**src/rtl/wb_arb_pkg.sv**
```systemverilog
// Shared types and Wishbone width defaults for the guarded two-master arbiter.
package wb_arb_pkg;

  localparam int unsigned WB_ADDR_WIDTH = 32;
  localparam int unsigned WB_DATA_WIDTH = 32;
  localparam int unsigned WB_SEL_WIDTH  = WB_DATA_WIDTH / 8;

  typedef enum logic [1:0] {
    ARB_IDLE,
    ARB_BUSY,
    ARB_ABORT
  } arb_state_e;

  typedef enum logic {
    OWN_M0,
    OWN_M1
  } arb_owner_e;

  // One-hot grant vector for an owner: bit0 = m0, bit1 = m1.
  function automatic logic [1:0] owner_onehot(input arb_owner_e owner);
    return (owner == OWN_M1) ? 2'b10 : 2'b01;
  endfunction

endpackage

```
**src/rtl/wb_bus_watchdog.sv**
```systemverilog
// Counts consecutive stalled strobe cycles and flags the cycle on which the
// bus tenure must be aborted.
module wb_bus_watchdog #(
  parameter int unsigned TIMEOUT_CYCLES = 255
) (
  input  logic clk_i,
  input  logic rst_ni,
  input  logic clear,
  input  logic stall,
  output logic expire
);

  localparam int unsigned CNT_W = $clog2(TIMEOUT_CYCLES + 1);
  localparam logic [CNT_W-1:0] LAST = CNT_W'(TIMEOUT_CYCLES - 1);

  logic [CNT_W-1:0] wd_cnt_q, wd_cnt_d;

  // Next count: clear wins, otherwise count stalls up to the threshold and hold.
  always_comb begin
    wd_cnt_d = wd_cnt_q;
    if (clear) begin
      wd_cnt_d = '0;
    end else if (stall && (wd_cnt_q != LAST)) begin
      wd_cnt_d = wd_cnt_q + CNT_W'(1);
    end
  end

  // Counter register.
  always_ff @(posedge clk_i or negedge rst_ni) begin
    if (!rst_ni) begin
      wd_cnt_q <= '0;
    end else begin
      wd_cnt_q <= wd_cnt_d;
    end
  end

  // Fires only while the stall still holds, so an ack on this cycle wins.
  assign expire = stall && !clear && (wd_cnt_q == LAST);

endmodule

```
**src/rtl/wb_arbiter_guarded.sv**
```systemverilog
// Two-master Wishbone classic arbiter: m1 (data) has fixed priority, a
// starvation guard forces an m0 (fetch) grant, and a watchdog aborts
// tenures whose slave never responds.
module wb_arbiter_guarded
  import wb_arb_pkg::*;
#(
  parameter int unsigned ADDR_WIDTH     = WB_ADDR_WIDTH,
  parameter int unsigned DATA_WIDTH     = WB_DATA_WIDTH,
  parameter int unsigned SELECT_WIDTH   = DATA_WIDTH / 8,
  parameter int unsigned STARVE_LIMIT   = 4,
  parameter int unsigned TIMEOUT_CYCLES = 255
) (
  input  logic                    clk_i,
  input  logic                    rst_ni,
  input  logic                    m0_cyc_i,
  input  logic                    m0_stb_i,
  input  logic                    m0_we_i,
  input  logic [ADDR_WIDTH-1:0]   m0_adr_i,
  input  logic [DATA_WIDTH-1:0]   m0_dat_i,
  input  logic [SELECT_WIDTH-1:0] m0_sel_i,
  output logic [DATA_WIDTH-1:0]   m0_dat_o,
  output logic                    m0_ack_o,
  output logic                    m0_err_o,
  input  logic                    m1_cyc_i,
  input  logic                    m1_stb_i,
  input  logic                    m1_we_i,
  input  logic [ADDR_WIDTH-1:0]   m1_adr_i,
  input  logic [DATA_WIDTH-1:0]   m1_dat_i,
  input  logic [SELECT_WIDTH-1:0] m1_sel_i,
  output logic [DATA_WIDTH-1:0]   m1_dat_o,
  output logic                    m1_ack_o,
  output logic                    m1_err_o,
  output logic                    s_cyc_o,
  output logic                    s_stb_o,
  output logic                    s_we_o,
  output logic [ADDR_WIDTH-1:0]   s_adr_o,
  output logic [DATA_WIDTH-1:0]   s_dat_o,
  output logic [SELECT_WIDTH-1:0] s_sel_o,
  input  logic [DATA_WIDTH-1:0]   s_dat_i,
  input  logic                    s_ack_i,
  input  logic                    s_err_i,
  output logic [1:0]              grant_o,
  output logic                    timeout_o
);

  localparam int unsigned STARVE_W = $clog2(STARVE_LIMIT + 1);
  localparam logic [STARVE_W-1:0] STARVE_MAX = STARVE_W'(STARVE_LIMIT);

  arb_state_e          state_q;
  arb_owner_e          owner_q;
  logic [STARVE_W-1:0] starve_cnt_q;
  logic [1:0]          grant_q;
  logic                timeout_q;

  logic busy, abort, own_m0, own_m1, own_cyc, own_stb;
  logic pick_m1, stall, wd_clear, wd_expire;

  assign busy    = (state_q == ARB_BUSY);
  assign abort   = (state_q == ARB_ABORT);
  assign own_m0  = (owner_q == OWN_M0);
  assign own_m1  = (owner_q == OWN_M1);
  assign own_cyc = own_m1 ? m1_cyc_i : m0_cyc_i;
  assign own_stb = own_m1 ? m1_stb_i : m0_stb_i;

  // m1 wins unless m0 is waiting and has already been passed over too often.
  assign pick_m1 = m1_cyc_i && !(m0_cyc_i && (starve_cnt_q == STARVE_MAX));

  assign stall    = busy && own_cyc && own_stb && !s_ack_i && !s_err_i;
  assign wd_clear = !busy || s_ack_i || s_err_i;

  wb_bus_watchdog #(
    .TIMEOUT_CYCLES(TIMEOUT_CYCLES)
  ) u_watchdog (
    .clk_i (clk_i),
    .rst_ni(rst_ni),
    .clear (wd_clear),
    .stall (stall),
    .expire(wd_expire)
  );

  // Arbitration FSM with starvation counter and registered grant/timeout.
  always_ff @(posedge clk_i or negedge rst_ni) begin
    if (!rst_ni) begin
      state_q      <= ARB_IDLE;
      owner_q      <= OWN_M0;
      starve_cnt_q <= '0;
      grant_q      <= 2'b00;
      timeout_q    <= 1'b0;
    end else begin
      timeout_q <= 1'b0;
      unique case (state_q)
        ARB_IDLE: begin
          if (m0_cyc_i || m1_cyc_i) begin
            state_q <= ARB_BUSY;
            if (pick_m1) begin
              owner_q <= OWN_M1;
              grant_q <= owner_onehot(OWN_M1);
              if (m0_cyc_i && (starve_cnt_q != STARVE_MAX)) begin
                starve_cnt_q <= starve_cnt_q + STARVE_W'(1);
              end
            end else begin
              owner_q      <= OWN_M0;
              grant_q      <= owner_onehot(OWN_M0);
              starve_cnt_q <= '0;
            end
          end
        end
        ARB_BUSY: begin
          // Release has priority over a simultaneous watchdog expiry.
          if (!own_cyc) begin
            state_q <= ARB_IDLE;
            grant_q <= 2'b00;
          end else if (wd_expire) begin
            state_q   <= ARB_ABORT;
            timeout_q <= 1'b1;
          end
        end
        ARB_ABORT: begin
          state_q <= ARB_IDLE;
          grant_q <= 2'b00;
        end
        default: begin
          state_q <= ARB_IDLE;
          grant_q <= 2'b00;
        end
      endcase
    end
  end

  // Slave-side mux: mirror the owner during BUSY, quiet otherwise.
  always_comb begin
    s_cyc_o = 1'b0;
    s_stb_o = 1'b0;
    s_we_o  = 1'b0;
    s_adr_o = '0;
    s_dat_o = '0;
    s_sel_o = '0;
    if (busy) begin
      s_cyc_o = own_cyc;
      s_stb_o = own_cyc && own_stb;
      s_we_o  = own_m1 ? m1_we_i  : m0_we_i;
      s_adr_o = own_m1 ? m1_adr_i : m0_adr_i;
      s_dat_o = own_m1 ? m1_dat_i : m0_dat_i;
      s_sel_o = own_m1 ? m1_sel_i : m0_sel_i;
    end
  end

  // Master-side return path: slave response goes only to the owner.
  always_comb begin
    m0_ack_o = busy && own_m0 && s_ack_i;
    m1_ack_o = busy && own_m1 && s_ack_i;
    m0_err_o = own_m0 && ((busy && s_err_i) || abort);
    m1_err_o = own_m1 && ((busy && s_err_i) || abort);
    m0_dat_o = (busy && own_m0) ? s_dat_i : '0;
    m1_dat_o = (busy && own_m1) ? s_dat_i : '0;
  end

  assign grant_o   = grant_q;
  assign timeout_o = timeout_q;

endmodule

```
**config.mk**
```make
export PLATFORM = sky130hd
export DESIGN_NAME = wb_arbiter_guarded
export DESIGN_NICKNAME = d
export VERILOG_FILES = /design/src/rtl/wb_arb_pkg.sv /design/src/rtl/wb_bus_watchdog.sv /design/src/rtl/wb_arbiter_guarded.sv
export SDC_FILE = /design/constraint.sdc
export NUM_CORES = 1
export LEC_CHECK = 0
export CORE_AREA = 2 2 124 126
export CTS_CLUSTER_SIZE = 40
export DETAILED_ROUTE_END_ITERATION = 12
export DIE_AREA = 0 0 126 128
export GPL_ROUTABILITY_DRIVEN = 0
export PLACE_DENSITY = 0.55
export SLEW_MARGIN = 20
export SYNTH_ARGS = -nofsm -noshare
export SYNTH_HDL_FRONTEND = slang
export SYNTH_SLANG_ARGS = --single-unit
```
**constraint.sdc**
```tcl
create_clock -name clk_i -period 2 [get_ports clk_i]
set_input_delay 0.4 -clock clk_i [delete_from_list [all_inputs] [get_ports clk_i]]
set_output_delay 0.4 -clock clk_i [all_outputs]
set_load 0.02 [all_outputs]
```
==> impl_metrics.toml <==
[global_route]
grt_antenna_before_repair = 4
overflow_after_grt = 0
grt_first_pass_wirelength_um = 24800
grt.total_usage_pct = 20.5
first_global_vias = 3788
grt_max_degree = 36

[die]
die_y_um = 128
boundaryPins = 320
num_rows = 45
die_ar_um2 = 16100
placeableCoreArea_um2 = 14900
start_util_pct = 14.0
die_width_um = 126

[logic_synthesis]
post_synth.cell_area_avg_um2 = 7.83
syn_nets = 447
synth_compound_gate_area_share_pct = 37.2
synth_seq_area_share_pct = 20.5
post_synth_main_area_contributors = "sky130_fd_sc_hd__a22o_1 (30%), sky130_fd_sc_hd__dfrtp_1 (21%), sky130_fd_sc_hd__and3_1 (11%)"
syn-cell-area_um2 = 2070
number_of_flops_mapped_to_enable_cells_by_yosys = 0
post_synth_fa_ha_maj_area_fraction_pct = 2.41
yosys-mux-area-fraction_pct = 2.05
synth_seq_cells = 17
synthSimpleGateAreaFrac_pct = 30.8
yosysTopAreaCell = "sky130_fd_sc_hd__a22o_1"
synth_cells = 265
share_of_the_synthesized_netlist_area_taken_by_xor_and_xnor_gates_pct = 0
netlist_top_cells_count = "sky130_fd_sc_hd__a22o_1 (71), sky130_fd_sc_hd__and3_1 (35), sky130_fd_sc_hd__and2_1 (34), sky130_fd_sc_hd__clkbuf_1 (22), sky130_fd_sc_hd__dfrtp_1 (17)"
dominant_cell_by_count_in_the_synthesized_netlist = "sky130_fd_sc_hd__a22o_1"
post_synth_num_cell_types = 29
dominantRegCellSynth = "sky130_fd_sc_hd__dfrtp_1"
combinational_family_with_the_most_area_after_synthesis = "compound AO/OA/AOI/OAI gates"
ys_async_sr_fraction_pct = 100
synth.top_cell.area_share_pct = 30.0
ys.warnings.count = 0

[hold_path]
worst_hold_path_type = "in2async"

[finish]
register_area_um2 = 425
fillCellCount = 1461
final_net_count = 803
fin_area_um2 = 6420
final_cell_count_no_fill = 811
multi_input_comb_area_um2 = 1660
synthesis_to_finish_area_growth_pct = 210
final_core_utilization_pct = 43.2
drive_above_1_share_pct = 39.8

[routing]
wl_per_cell_um = 22.4
initialDrtViolationCount = 171
routed_via_density = 4.57
drc = 0
drt_wl_total_um = 18200
antenna_violating_nets_left = 0
drt-pass1-iter-count = 4
routed-via-count = 3707

[setup_path]
cpMostUsedCell = "sky130_fd_sc_hd__buf_6"
crit_path_max_incr_delay_ns = 0.38
critPathCaptureType = "primary output"
cp-start-kind = "flop"
setup.worst_path.class = "reg2out"
worst_path_required_ns = 1.60
critical_path.cell_chain = "buf_6 > nand2b_4 > nor2_4 > buf_12 > buf_12 > buf_16 > buf_6 > a22o_1 > buf_6"
cp_slowest_cell = "sky130_fd_sc_hd__dfrtp_1"
worst-endpoint-arrival_ns = 1.75
critical_path_peak_fanout = 7

[cts]
clock_latency_ns = 0.24
numCtsBuffers = 3
clkTransAtPathRegs_ns = 0.05
cts_num_sinks = 17
htree_levels = 1
tritoncts = "built"
ctsLongestPathBuffers = 2
hold_buffers = 0
ctsRootBufferMaster = "sky130_fd_sc_hd__clkbuf_16"

[timing]
hold_violations = 0
final_min_period_over_clock_period_pct = 108
rsz_0062_raised_after_global_routing = "yes"
layout_setup_ws_ns = -0.153
min_period_ns = 2.15
fin_worst_skew_ns = 0.00174
final-setup-viol-count = 68
tightestPinTransition_ns = 0.414
slew_viol_final = 0
slew-limit-headroom_pct = 72.1
max_freq_mhz = 464
totalNegativeSetupSlack_ns = -2.91

[pwr]
total_power_uw = 9550
total_leakage_power_uw = 0.00300
peakVddDrop_mv = 0.429
power_per_cell_area_nw_per_um2 = 1490

[place]
detailed_place.area_um2 = 5680
placedCellCount = 770
port_buffers = 319
detailedPlacementHpwl_um = 13300

[outcome]
run_status = "finished with violations"
failed_checks = "setup timing"

[job]
cap_violations = 0
[stage by stage]
stage / hold WS [ns] / setup WS [ns]
after floorplan: 0.104 / 0.0783
after global routing: 0.487 / -0.206
after CTS: 0.481 / -0.159
final: 0.476 / -0.153
after detailed placement: 0.474 / -0.305
after global placement: 0.471 / -0.310
[kinds of logic (layout without fill, tap and decap cells)]
group	Yosys count	after routing
buf+inv	36	391
flops	17	17
simple gates	107	107
fa+ha+maj	4	4
other cells	0	3
mux	4	4
compound gates	97	97
[sequential cells by signal, summed over array words and instances (netlist names)]
name                 flops
own_m1                   1
timeout_o                1
state_q                  2
grant_o                  2
starve_cnt_q             3
u_watchdog.wd_cnt_q      8
[timing repair]
| item | in CTS | in global routing |
|---|---|---|
| resized for setup | 706 | 67 |
| setup buffers | 22 | 3 |
| cloned | 10 | 3 |
| pin swaps | 62 | 24 |
| endpoints found under the setup margin | 139 | 110 |
[path summary, 6_finish.rpt]
kind	cells past startpoint	end	slack [ns]	from
max in group asynchronous	2	grant_o[0]	1.33	rst_ni
min in group clk_i	1	starve_cnt_q[2]	0.48	starve_cnt_q[2]
setup reg to reg	8	state_q[0]	0.13	state_q[1]
hold / removal	2	u_watchdog.wd_cnt_q[3]	0.48	rst_ni
setup / recovery	9	s_adr_o[23]	-0.15	state_q[0]
hold reg to reg	1	starve_cnt_q[2]	0.48	starve_cnt_q[2]
[layer usage]
layer / vias to the layer above / routed length (µm) / track usage, %
met4: 4 / 323 / 4.59
met5: - / 24 / 0
met1: 1759 / 7070 / 24.4
met2: 189 / 9050 / 36.1
met3: 18 / 1700 / 6.34
li1: 1737 / - / -
[cells in the final DEF, fill, tap and decap left out, types with 7 or more instances in the layout]
cell                              synthesis  final
sky130_fd_sc_hd__clkdlybuf4s50_1          0    180
sky130_fd_sc_hd__buf_6                    0     96
sky130_fd_sc_hd__a22o_1                  71     65
sky130_fd_sc_hd__buf_2                    7     38
sky130_fd_sc_hd__buf_4                    1     36
sky130_fd_sc_hd__and3_1                  35     33
sky130_fd_sc_hd__and2_4                   0     27
sky130_fd_sc_hd__dfrtp_1                 17     17
sky130_fd_sc_hd__buf_12                   0     14
sky130_fd_sc_hd__a21oi_1                 11     10
sky130_fd_sc_hd__o21ai_0                  8      8
sky130_fd_sc_hd__and2_1                  34      7
sky130_fd_sc_hd__nand2_1                  7      7
[critical path: cells and delay by family (launching register included)]
kind                   cells  cell delay (ns)
DFF                        1             0.38
AOI/OAI and AO/OA          1             0.22
buffers and inverters      6             0.77
and+or+nand+nor            2             0.12
[power by group]
part / internal, µW / switching [µW]
sequential: 405 / 41.1
combinational: 4570 / 4140
clock: 270 / 124
total: 5250 / 4310
[area by class of cell]
| class | instances | area share, % |
|---|---|---|
| Antenna cell | 3 | 0.117 |
| Clock buffer | 4 | 1.23 |
| Inverter | 6 | 0.351 |
| Multi-Input combinational cell | 212 | 25.9 |
| Sequential cell | 17 | 6.63 |
| Tap cell | 188 | 3.66 |
| Timing Repair Buffer | 381 | 62.1 |
Note: power is estimated with default switching activity, not from simulation.
